`config.mk`:
```
export PLATFORM = sky130hd
export DESIGN_NAME = ef_stream_packer
export DESIGN_NICKNAME = d
export VERILOG_FILES = /design/src/rtl/sketch_pkg.sv /design/src/rtl/ef_sync_fifo.sv /design/src/rtl/ef_stream_packer.sv
export SDC_FILE = /design/constraint.sdc
export NUM_CORES = 1
export LEC_CHECK = 0
export BUFFER_PORTS_ARGS = -buffer_cell sky130_fd_sc_hd__buf_2
export CAP_MARGIN = 20
export CORE_MARGIN = 2
export CORE_UTILIZATION = 60
export DETAILED_ROUTE_END_ITERATION = 10
export PLACE_DENSITY = 0.89
export REMOVE_ABC_BUFFERS = 1
export SLEW_MARGIN = 20
export SYNTH_ARGS = -nofsm -noshare
export SYNTH_HDL_FRONTEND = slang
export SYNTH_HIERARCHICAL = 1
export SYNTH_SLANG_ARGS = --single-unit
```
`constraint.sdc`:
```
create_clock -name clk -period 17.5 [get_ports clk]
set_clock_uncertainty 0.2 [all_clocks]
set_input_delay 1.75 -clock clk [delete_from_list [all_inputs] [get_ports clk]]
set_output_delay 1.75 -clock clk [all_outputs]
set_load 0.05 [all_outputs]
```
`src/rtl/sketch_pkg.sv`:
```
// Shared definitions for the sketch front-end blocks.
package sketch_pkg;

  localparam int EF_W   = 64;
  localparam int WORD_W = 32;

  // Placement of the key (e) and the value (f) inside one element.
  localparam int E_MSB  = 63;
  localparam int F_LSB  = 0;

  // Pairing state: waiting for a key word, or holding a key and waiting for its value.
  typedef enum logic {
    WAIT_E = 1'b0,
    WAIT_F = 1'b1
  } pair_state_t;

endpackage

```
`src/rtl/ef_sync_fifo.sv`:
```
// Single-clock FIFO with registered read data and an extra pointer bit
// to tell full from empty. A write on a full FIFO is accepted only when
// a read frees a slot in the same cycle; a read on an empty FIFO is ignored.
module ef_sync_fifo #(
  parameter int WIDTH = 64,
  parameter int PTR   = 4
) (
  input  logic             clk,
  input  logic             rst_n,
  input  logic             wr_en,
  input  logic             rd_en,
  input  logic [WIDTH-1:0] din,
  output logic [WIDTH-1:0] dout,
  output logic             full,
  output logic             empty,
  output logic [PTR:0]     count
);

  localparam int DEPTH = 1 << PTR;

  logic [WIDTH-1:0] mem [DEPTH];
  logic [PTR:0]     wr_ptr;
  logic [PTR:0]     rd_ptr;
  logic             wr_ok;
  logic             rd_ok;

  assign empty = (wr_ptr == rd_ptr);
  assign full  = (wr_ptr[PTR] != rd_ptr[PTR]) &&
                 (wr_ptr[PTR-1:0] == rd_ptr[PTR-1:0]);
  assign count = wr_ptr - rd_ptr;

  assign rd_ok = rd_en && !empty;
  assign wr_ok = wr_en && (!full || rd_ok);

  // Storage array: written on accepted pushes only.
  // NOTE: the array has no reset; contents are only observed after a write
  // has made them valid, and leaving it unreset lets it map to plain RAM.
  always_ff @(posedge clk) begin
    if (wr_ok) begin
      mem[wr_ptr[PTR-1:0]] <= din;
    end
  end

  // Read and write pointers, wrapping modulo 2*DEPTH.
  // NOTE: sequential state uses non-blocking assignments so every register
  // samples pre-edge values, independent of block ordering.
  always_ff @(posedge clk) begin
    if (!rst_n) begin
      wr_ptr <= '0;
      rd_ptr <= '0;
    end else begin
      if (wr_ok) wr_ptr <= wr_ptr + 1'b1;
      if (rd_ok) rd_ptr <= rd_ptr + 1'b1;
    end
  end

  // Registered read data; holds its value between reads.
  always_ff @(posedge clk) begin
    if (!rst_n) begin
      dout <= '0;
    end else if (rd_ok) begin
      dout <= mem[rd_ptr[PTR-1:0]];
    end
  end

endmodule

```
`src/rtl/ef_stream_packer.sv`:
```
// Packs a 32-bit word stream into {e, f} pairs, buffers them, and issues
// them to the sketch as paced single-cycle valid pulses.
module ef_stream_packer
  import sketch_pkg::*;
#(
  parameter int          FIFO_PTR = 4,
  parameter int unsigned GAP      = 0,
  parameter int          CNT_W    = 32
) (
  input  logic              clk,
  input  logic              rst_n,
  input  logic [WORD_W-1:0] in_data,
  input  logic              in_valid,
  input  logic              in_last,
  output logic              in_ready,
  input  logic              en,
  output logic [EF_W-1:0]   e_f,
  output logic              valid,
  output logic [CNT_W-1:0]  pair_cnt,
  output logic [CNT_W-1:0]  err_cnt
);

  localparam int GAP_W = (GAP > 0) ? $clog2(GAP + 1) : 1;
  localparam logic [FIFO_PTR:0] DEPTH_C = (FIFO_PTR + 1)'(1 << FIFO_PTR);

  pair_state_t       state_q;
  pair_state_t       next_state;
  logic [WORD_W-1:0] e_hold;
  logic [GAP_W-1:0]  gap_q;

  logic              beat;
  logic              e_load;
  logic              pair_wr;
  logic              orphan;
  logic              rd_fire;

  logic [EF_W-1:0]   fifo_din;
  logic              fifo_full;
  logic              fifo_empty;
  logic [FIFO_PTR:0] fifo_count;
  logic [FIFO_PTR:0] count_after_rd;

  // Read side: drain one element when enabled, non-empty and pacing allows.
  assign rd_fire = en && !fifo_empty && (gap_q == '0);

  // Occupancy as seen by the incoming f word, crediting the read this cycle.
  assign count_after_rd = fifo_count - (FIFO_PTR + 1)'(rd_fire);

  // A key can always be latched; a value needs a free slot.
  assign in_ready = rst_n && ((state_q == WAIT_E) || (count_after_rd < DEPTH_C));
  assign beat     = in_valid && in_ready;

  assign fifo_din[E_MSB -: WORD_W] = e_hold;
  assign fifo_din[F_LSB +: WORD_W] = in_data;

  // Pairing FSM next-state and per-beat actions.
  // NOTE: every signal driven here gets a default first, so no path
  // leaves one unassigned and no latch is inferred.
  always_comb begin
    next_state = state_q;
    e_load     = 1'b0;
    pair_wr    = 1'b0;
    orphan     = 1'b0;
    if (beat) begin
      case (state_q)
        WAIT_E: begin
          if (in_last) begin
            orphan = 1'b1;
          end else begin
            e_load     = 1'b1;
            next_state = WAIT_F;
          end
        end
        WAIT_F: begin
          pair_wr    = 1'b1;
          next_state = WAIT_E;
        end
        default: next_state = WAIT_E;
      endcase
    end
  end

  // Pairing FSM state and the held key word.
  always_ff @(posedge clk) begin
    if (!rst_n) begin
      state_q <= WAIT_E;
      e_hold  <= '0;
    end else begin
      state_q <= next_state;
      if (e_load) e_hold <= in_data;
    end
  end

  ef_sync_fifo #(
    .WIDTH (EF_W),
    .PTR   (FIFO_PTR)
  ) u_fifo (
    .clk   (clk),
    .rst_n (rst_n),
    .wr_en (pair_wr && (!fifo_full || rd_fire)),
    .rd_en (rd_fire),
    .din   (fifo_din),
    .dout  (e_f),
    .full  (fifo_full),
    .empty (fifo_empty),
    .count (fifo_count)
  );

  // Output qualifier: one pulse per read, aligned with the registered data.
  always_ff @(posedge clk) begin
    if (!rst_n) valid <= 1'b0;
    else        valid <= rd_fire;
  end

  // Pacing counter: loads GAP on a read, then counts idle cycles down to 0.
  always_ff @(posedge clk) begin
    if (!rst_n) begin
      gap_q <= '0;
    end else if (rd_fire) begin
      gap_q <= GAP_W'(GAP);
    end else if (gap_q != '0) begin
      gap_q <= gap_q - 1'b1;
    end
  end

  // Saturating statistics: pairs emitted and orphan keys dropped.
  always_ff @(posedge clk) begin
    if (!rst_n) begin
      pair_cnt <= '0;
      err_cnt  <= '0;
    end else begin
      if (rd_fire && (pair_cnt != '1)) pair_cnt <= pair_cnt + 1'b1;
      if (orphan  && (err_cnt  != '1)) err_cnt  <= err_cnt + 1'b1;
    end
  end

endmodule

```
==> results.md, run 1 <==
- Max Clk Rate: 0.151 GHz
- Cts bufs inserted: 109
- Global Route Usage Sum: 28.8%
- Setup_tns: 0 ps
- Setup ws final: 10,890 ps
- Crit path kind: reg2reg
- Drt drc: 0
- Die width: 281 um
- Synth Area in Compound Gates: 7.04%
- Clk buf depth: 3
- Power share of the combinational group: 0.9%
- Fin. max-slew vios: 0
- Synth Register Bits: 1,197
- Synth async-reset ratio: 0%
- Routed len/inst: 28.2 um
- DRT iter0 DRCs: 3,440
- H-tree levels: 3
- Crit path from: u_fifo/rd_ptr[2]
- Placed Area: 0.0477 mm2
- Initial Util: 60.6%
- DRT Wirelength: 114,000 um
- Most used routing layer: met2
- Area occupied by multi-input gates: 0.0110 mm2
- Startpoint type of the worst setup path: flop
- Die area: 0.0790 mm2
- Clock network fraction of total power: 43.7%
- Reg power frac: 55.5%
- Ys Warns: 6
- Netlist cell types: 66
- Layout cells sized above 1: 16.8%
- Post-CTS Hold Buffers: 0
- Sw frac: 19.7%
- Post-synth EDFFs: 1,024
- Mapped Cells: 2,759
- GR Util met2: 47.9%
- Final Hold Viols: 0
- Via Count: 27,100
- Vert. Die Dim: 281 um
- Worst hold path class: reg2reg
- Worst-Skew Late Latency: 690 ps
- Post-layout instance area: 0.0515 mm2
- FF-to-FF Start: u_fifo/rd_ptr[2]
- Most frequent cells in the layout: edfxtp_1, mux2i_1, dfxtp_1
- DP HPWL: 56,100 um
- Adder-Cell Fraction of Synth Area: 0.342%
- Worst setup path endpoint: u_fifo/mem[9][32]
- Worst Path Max Fanout: 51
- Critical path arrival: 6720 ps
- Total gr overflow: 0
- XOR/XNOR Fraction of Synth Area: 0.321%
- ANT nets after route: 0
- Via-to-Cell Ratio: 6.72
- Mux cell area share after synthesis: 11.8%
- Largest net degree at the start of global routing: 85
- Layout Nets: 2,959
- Register Area: 0.0342 mm2
- R2R setup slack: 10,890 ps
- Hold_sp: err_cnt[8]
- Status: finished, final reports clean
- Syn Std Cell Area: 0.0461 mm2
- CTS Sinks: 1,197
- Post CTS Setup Buffer Count: 0
- Simple-Gate Fraction of Synth Area: 4.06%
- Sw Pwr: 1.10 mW
- Internal Power: 4.49 mW
- First-pass GRT wire length: 170,000 um
- Register area share after synthesis: 74.3%
- CTS Root Cell: clkbuf_16
- Commonest non-fill, non-tap cell in the layout: edfxtp_1
- Initial antenna violation count: 6
- Area delta synth->final: 11.9%
- Main synth FF type: edfxtp_1
- CTS tree: yes
- Number of fill cells in the layout: 4,493
- Required time worst endpoint: 17,610 ps
- Minimum clock period: 6610 ps
- Synthesized area per cell: 16.7 um2
- GR Util met3: 6.45%
- # rows: 101
- Pwr dens: 108 mW/mm2
- Worst Tran Pin Value: 1210 ps
- Lkg Pwr: 15.9 nW
- Reg2Reg Depth: 14
- M1 GR Usage: 36.7%
- # resized after CTS: 0
- Clock transition at the registers of the reported paths: 60 ps
- Core region area: 0.0759 mm2
- GPL Wtd Cong: 0.847
- Final Cycle Share: 37.8%
- RSZ-0062 raised after global routing: no
- Io pins: 167
- Number of max-cap violations: 0
- Worst setup EP type: flop
- Vias in the first global route: 28,300
- Largest family of logic cells by synthesized area: multiplexers
- Worst IR Drop VDD: 0.0000900 V
- Setup violators final: 0
- DRT Pass-1 Iters: 5
- Port-buffer cells: 166
- Slew HR: 19.1%
- Pre-CTS setup slack: 11,130 ps
- R2r endpoint: u_fifo/mem[9][32]
[flip-flops by register name (all words and copies together), names as in the netlist, 5 cells and up]
| register | count |
|---|---|
| e_hold | 32 |
| u_fifo/wr_ptr | 5 |
| u_fifo/rd_ptr | 5 |
| err_cnt | 32 |
| u_fifo/mem | 1024 |
| pair_cnt | 32 |
| u_fifo/dout | 64 |
[cells by family (layout without fill, tap and decap cells)]
family / Yosys count / count (layout)
flip-flops: 1197 / 1197
AO/OA/AOI/OAI: 529 / 529
multiplexers: 464 / 464
AND/OR/NAND/NOR: 355 / 355
buffers and inverters: 185 / 433
XOR/XNOR: 16 / 16
adder cells (fa/ha/maj): 12 / 12
other: 1 / 2
[synthesized netlist by cell type (all sizes together), types with 2 or more instances]
| master | n | area share [%] |
|---|---|---|
| and4b | 2 | 0.046 |
| o311ai | 5 | 0.13 |
| dfxtp | 173 | 7.5 |
| nand3 | 19 | 0.22 |
| nor2b | 2 | 0.027 |
| a21oi | 134 | 1.5 |
| nor4 | 9 | 0.12 |
| and2 | 8 | 0.11 |
| a221oi | 64 | 1.2 |
| a21boi | 3 | 0.049 |
| or4 | 11 | 0.20 |
| nand2 | 116 | 0.95 |
| and3 | 4 | 0.054 |
| o21a | 3 | 0.049 |
| nand4 | 22 | 0.34 |
| mux4 | 64 | 3.1 |
| ha | 11 | 0.30 |
| inv | 19 | 0.15 |
| and4 | 9 | 0.17 |
| o31a | 3 | 0.060 |
| a21o | 2 | 0.033 |
| or3b | 2 | 0.038 |
| edfxtp | 1024 | 67 |
| nor3 | 76 | 0.86 |
| o31ai | 14 | 0.29 |
| o21ai | 159 | 1.7 |
| nand3b | 2 | 0.033 |
| nand4b | 3 | 0.057 |
| nand2b | 15 | 0.20 |
| or2 | 2 | 0.027 |
| o211ai | 6 | 0.098 |
| xor2 | 4 | 0.076 |
| mux2i | 400 | 8.7 |
| buf | 103 | 1.4 |
| a31oi | 2 | 0.027 |
| clkbuf | 63 | 0.54 |
| o41ai | 3 | 0.057 |
| nor2 | 24 | 0.20 |
| or3 | 29 | 0.41 |
| o22ai | 128 | 1.7 |
| xnor2 | 12 | 0.24 |
[critical path, stage by stage, from the launching register on]
cell and delay, ps:
dfxtp_4 990, inv_1 170, ha_1 400, nand4_2 240, nor2_1 110, or3b_1 560
inv_1 380, nand2_1 120, xnor2_1 160, a21oi_1 220, and4_1 320, o31a_1 350
nand2_1 330, nor2_4 990, buf_4 640
[power by group through the flow]
stage / Clock [mW] / Sequential [mW] / Combinational [mW]
after floorplan: 0 / 3.16 / 0.0122
after global placement: 0 / 3.16 / 0.0438
after detailed placement: 0 / 3.16 / 0.0468
after CTS: 2.45 / 3.10 / 0.0478
after global routing: 2.56 / 3.10 / 0.0526
final: 2.44 / 3.10 / 0.0485
[metrics by stage]
stage / power (mW) / hold slack, ps / utilization [%] / cells
floorplan: 3.17 / 300 / - / 2593
global placement: 3.20 / 268 / 62.8 / 3825
detailed placement: 3.21 / 284 / 62.8 / 3825
CTS: 5.60 / 295 / 67.7 / 4033
global route: 5.71 / 336 / 67.9 / 4037
finish: 5.59 / 299 / 67.9 / 4038
[routing by layer]
| layer | up-vias | share of wire (%) |
|---|---|---|
| met4 | 8 | 3.5 |
| met1 | 13500 | 35 |
| met5 | - | 0.043 |
| met3 | 351 | 12 |
| met2 | 1981 | 50 |
| li1 | 11300 | - |
[worst min path at each step]
stage / end / cells past startpoint
floorplan: u_fifo/rd_ptr[4] / 2
global placement: pair_cnt[5] / 2
detailed placement: err_cnt[8] / 1
CTS: err_cnt[8] / 2
global route: err_cnt[8] / 2
finish: err_cnt[8] / 2
[final cells by class]
type,count,area share [%]
well taps,1030,2.50
diodes,1,0.00485
multi-input cells,1377,21.4
flip-flops and latches,1197,66.4
repair buffers,206,2.35
clock inverters,50,1.10
inverters,19,0.141
clock buffers,158,6.11
(Power assumes the default switching activity.)
==> run 2, diff against run 1 <==
Settings changed: CORE_UTILIZATION 60 to 55, PLACE_DENSITY 0.89 to 0.86.
Clock period 17.5 ns to 6 ns, I/O delays scaled along.
==> run 2 against run 1 <==
  * Register-to-register slack lost 10000 ps
  * Critical path depth down 1
  * Cell count is 1.4% higher
  * Clock power grew to 3.0 times the previous value
  * First-iteration DRC count up 1.5%
  * Non-clock buffer count up 8
  * Core utilization shrank 5.6 points
  * Clock-buffer cell count fell by 23
  * Largest cell class unchanged
==> results.md, run 2 (synthesized netlist as in run 1, its figures left out) <==
- FF-to-FF Start: u_fifo/wr_ptr[2]
- Clock transition at the registers of the reported paths: 60 ps (about the same)
- Worst Hold Endpoint: e_hold[19]
- First-pass GRT wire length: 171,000 um (+0.60%)
- Initial antenna violation count: 9 (+3)
- Fin. max-slew vios: 0 (unchanged)
- Number of max-cap violations: 0 (unchanged)
- Core region area: 0.0833 mm2 (+9.7%)
- DRT Pass-1 Iters: 6 (+1)
- # resized after CTS: 0 (unchanged)
- DRT iter0 DRCs: 3,492 (+1.5%)
- DP Cell Count: 3,885 (+1.6%)
- GPL Wtd Cong: 0.805 (-5.0%)
- R2R setup slack: 540 ps (-10,350 ps)
- Vias in the first global route: 27,100 (-4.4%)
- Io pins: 167 (unchanged)
- Routed len/inst: 27.9 um (-0.75%)
- Area delta synth->final: 12.6%
- CP peak stage delay: 690 ps (-300 ps)
- Die width: 293 um (+4.4%)
- Worst Path Max Fanout: 43 (-16%)
- Via Count: 27,100 (-0.041%)
- DP HPWL: 59,500 um (+6.0%)
- Pwr dens: 317 mW/mm2 (+190%)
- Commonest non-fill, non-tap cell in the layout: edfxtp_1
- CTS Root Cell: clkbuf_16
- RSZ-0062 raised after global routing: no
- Worst setup EP type: flop
- Post-CTS Hold Buffers: 1 (+1)
- Port-buffer cells: 166 (unchanged)
- DRT Wirelength: 114,000 um (+0.68%)
- Layout cells sized above 1: 17.1% (+0.29 points)
- CTS Sinks: 1,197 (unchanged)
- Met2 WL post-DR: 55,000 um (-3.0%)
- Via-to-Cell Ratio: 6.62 (-1.5%)
- Hold Crit Depth: 3 (+1)
- Most used cell, CP: nand2_1
- Total gr overflow: 0 (unchanged)
- Pre-CTS setup slack: 752 ps (-10,380 ps)
- CTS tree: yes
- Reg2Reg Depth: 13 (-1)
- Top Metal Used: met5
- Die area: 0.0861 mm2 (+9.0%)
- Final Non-Filler Cells: 4,096 (+1.4%)
- Drt drc: 0 (unchanged)
- H-tree levels: 3 (unchanged)
- Worst hold path class: in2reg
- Most frequent cells in the layout: edfxtp_1, mux2i_1, dfxtp_1
- ANT nets after route: 0 (unchanged)
- R2r endpoint: u_fifo/mem[8][13]
- Worst-Skew Late Latency: 680 ps (about the same)
- Startpoint type of the worst setup path: flop
- Initial Util: 55.3% (-5.3 points)
- Worst IR Drop VDD: 0.000233 V (+160%)
- Setup ws final: 537 ps (-10,350 ps)
- # rows: 106 (+5.0%)
- Largest net degree at the start of global routing: 133 (+56%)
- Layout Nets: 2,967 (+0.27%)
- Max reg flops: 1,024 (unchanged)
- Required time worst endpoint: 6150 ps (-11,460 ps)
- Metal3 WL: 13,200 um (-1.2%)
- Max Clk Rate: 0.183 GHz (+21%)
- Number of fill cells in the layout: 5,407 (+20%)
- Final Hold Viols: 0 (unchanged)
- Setup violators final: 0 (unchanged)
- Post CTS Setup Buffer Count: 0 (unchanged)
- Worst Tran Pin Value: 1210 ps (-6.07 ps)
- Critical path arrival: 5610 ps (-1110 ps)
- Hold_sp: in_data[19]
- Clk buf depth: 3 (unchanged)
- Global Route Usage Sum: 26.3% (-2.4 points)
- Cell breakdown of the critical path: ha_1 -> nand4_2 -> nor2_1 -> or3b_1 -> inv_1 -> nand2_1 -> xnor2_1 -> a21oi_1 -> and4_1 -> o31a_1 -> nand2_1 -> nor2_4 -> buf_12
- Critical-path top delay cell: nor2_4
- Minimum clock period: 5460 ps (-1150 ps)
- Wl on met1: 42,700 um (+7.9%)
- Vert. Die Dim: 293 um (+4.4%)
- Lkg Pwr: 16.0 nW (+0.62%)
- Crit path kind: reg2reg
- Slew HR: 19.5% (+0.40 points)
- Cts bufs inserted: 109 (unchanged)
- Final Cycle Share: 91.1% (+53 points)
- Status: finished, final reports clean
==> run 2: how the worst max path moves through the flow <==
stage	start	slack, ps	to
3_3_place_gp	u_fifo/wr_ptr[2]	1020	u_fifo/mem[8][0]
4_1_cts	u_fifo/wr_ptr[2]	660	u_fifo/mem[8][43]
6_report	u_fifo/wr_ptr[2]	540	u_fifo/mem[8][13]
5_1_grt	u_fifo/wr_ptr[2]	270	u_fifo/mem[10][5]
3_5_place_dp	u_fifo/wr_ptr[2]	750	u_fifo/mem[8][11]
2_1_floorplan	u_fifo/rd_ptr[1]	-10140	u_fifo/mem[0][0]
==> run 2: power by group <==
group | switching, mW | internal [mW] | total (mW)
clock network | 3.09 | 4.18 | 7.27
logic | 0.127 | 0.0266 | 0.153
registers | 0.0394 | 9.00 | 9.04
==> run 2: final cells by class <==
cell class	count	area, um2	share of cell area [%]
well taps	1080	1350	2.60
repair buffers	214	1400	2.69
inverters	19	73.8	0.142
clock inverters	72	830	1.60
clock buffers	135	2970	5.72
diodes	2	5.00	0.00965
multi-input cells	1377	11000	21.3
flip-flops and latches	1197	34200	66.0
==> run 2: metal layers <==
| layer | vias to the layer above | GRT usage, % |
|---|---|---|
| met3 | 273 | 5.49 |
| li1 | 11300 | - |
| met1 | 13600 | 36.1 |
| met5 | - | 0 |
| met2 | 1946 | 42.0 |
| met4 | 8 | 9.87 |
==> run 2: stage by stage <==
stage | hold slack, ps | utilization [%] | power (mW) | setup TNS, ps | area (um2)
global placement | 265 | 57.7 | 9.36 | 0 | 48000
floorplan | 300 | - | 9.24 | -9524230 | 45200
finish | 115 | 62.3 | 16.5 | 0 | 51900
detailed placement | 280 | 57.7 | 9.37 | 0 | 48000
global route | 120 | 62.3 | 16.8 | 0 | 51900
CTS | 87.2 | 62.3 | 16.5 | 0 | 51900
==> run 2: critical path, delay by kind of cell, from the launching register on <==
family | cells | cell delay, ps
flops | 1 | 630
xor+xnor | 1 | 150
compound gates | 2 | 600
fa+ha+maj | 1 | 380
simple gates | 7 | 2350
buf+inv | 2 | 750
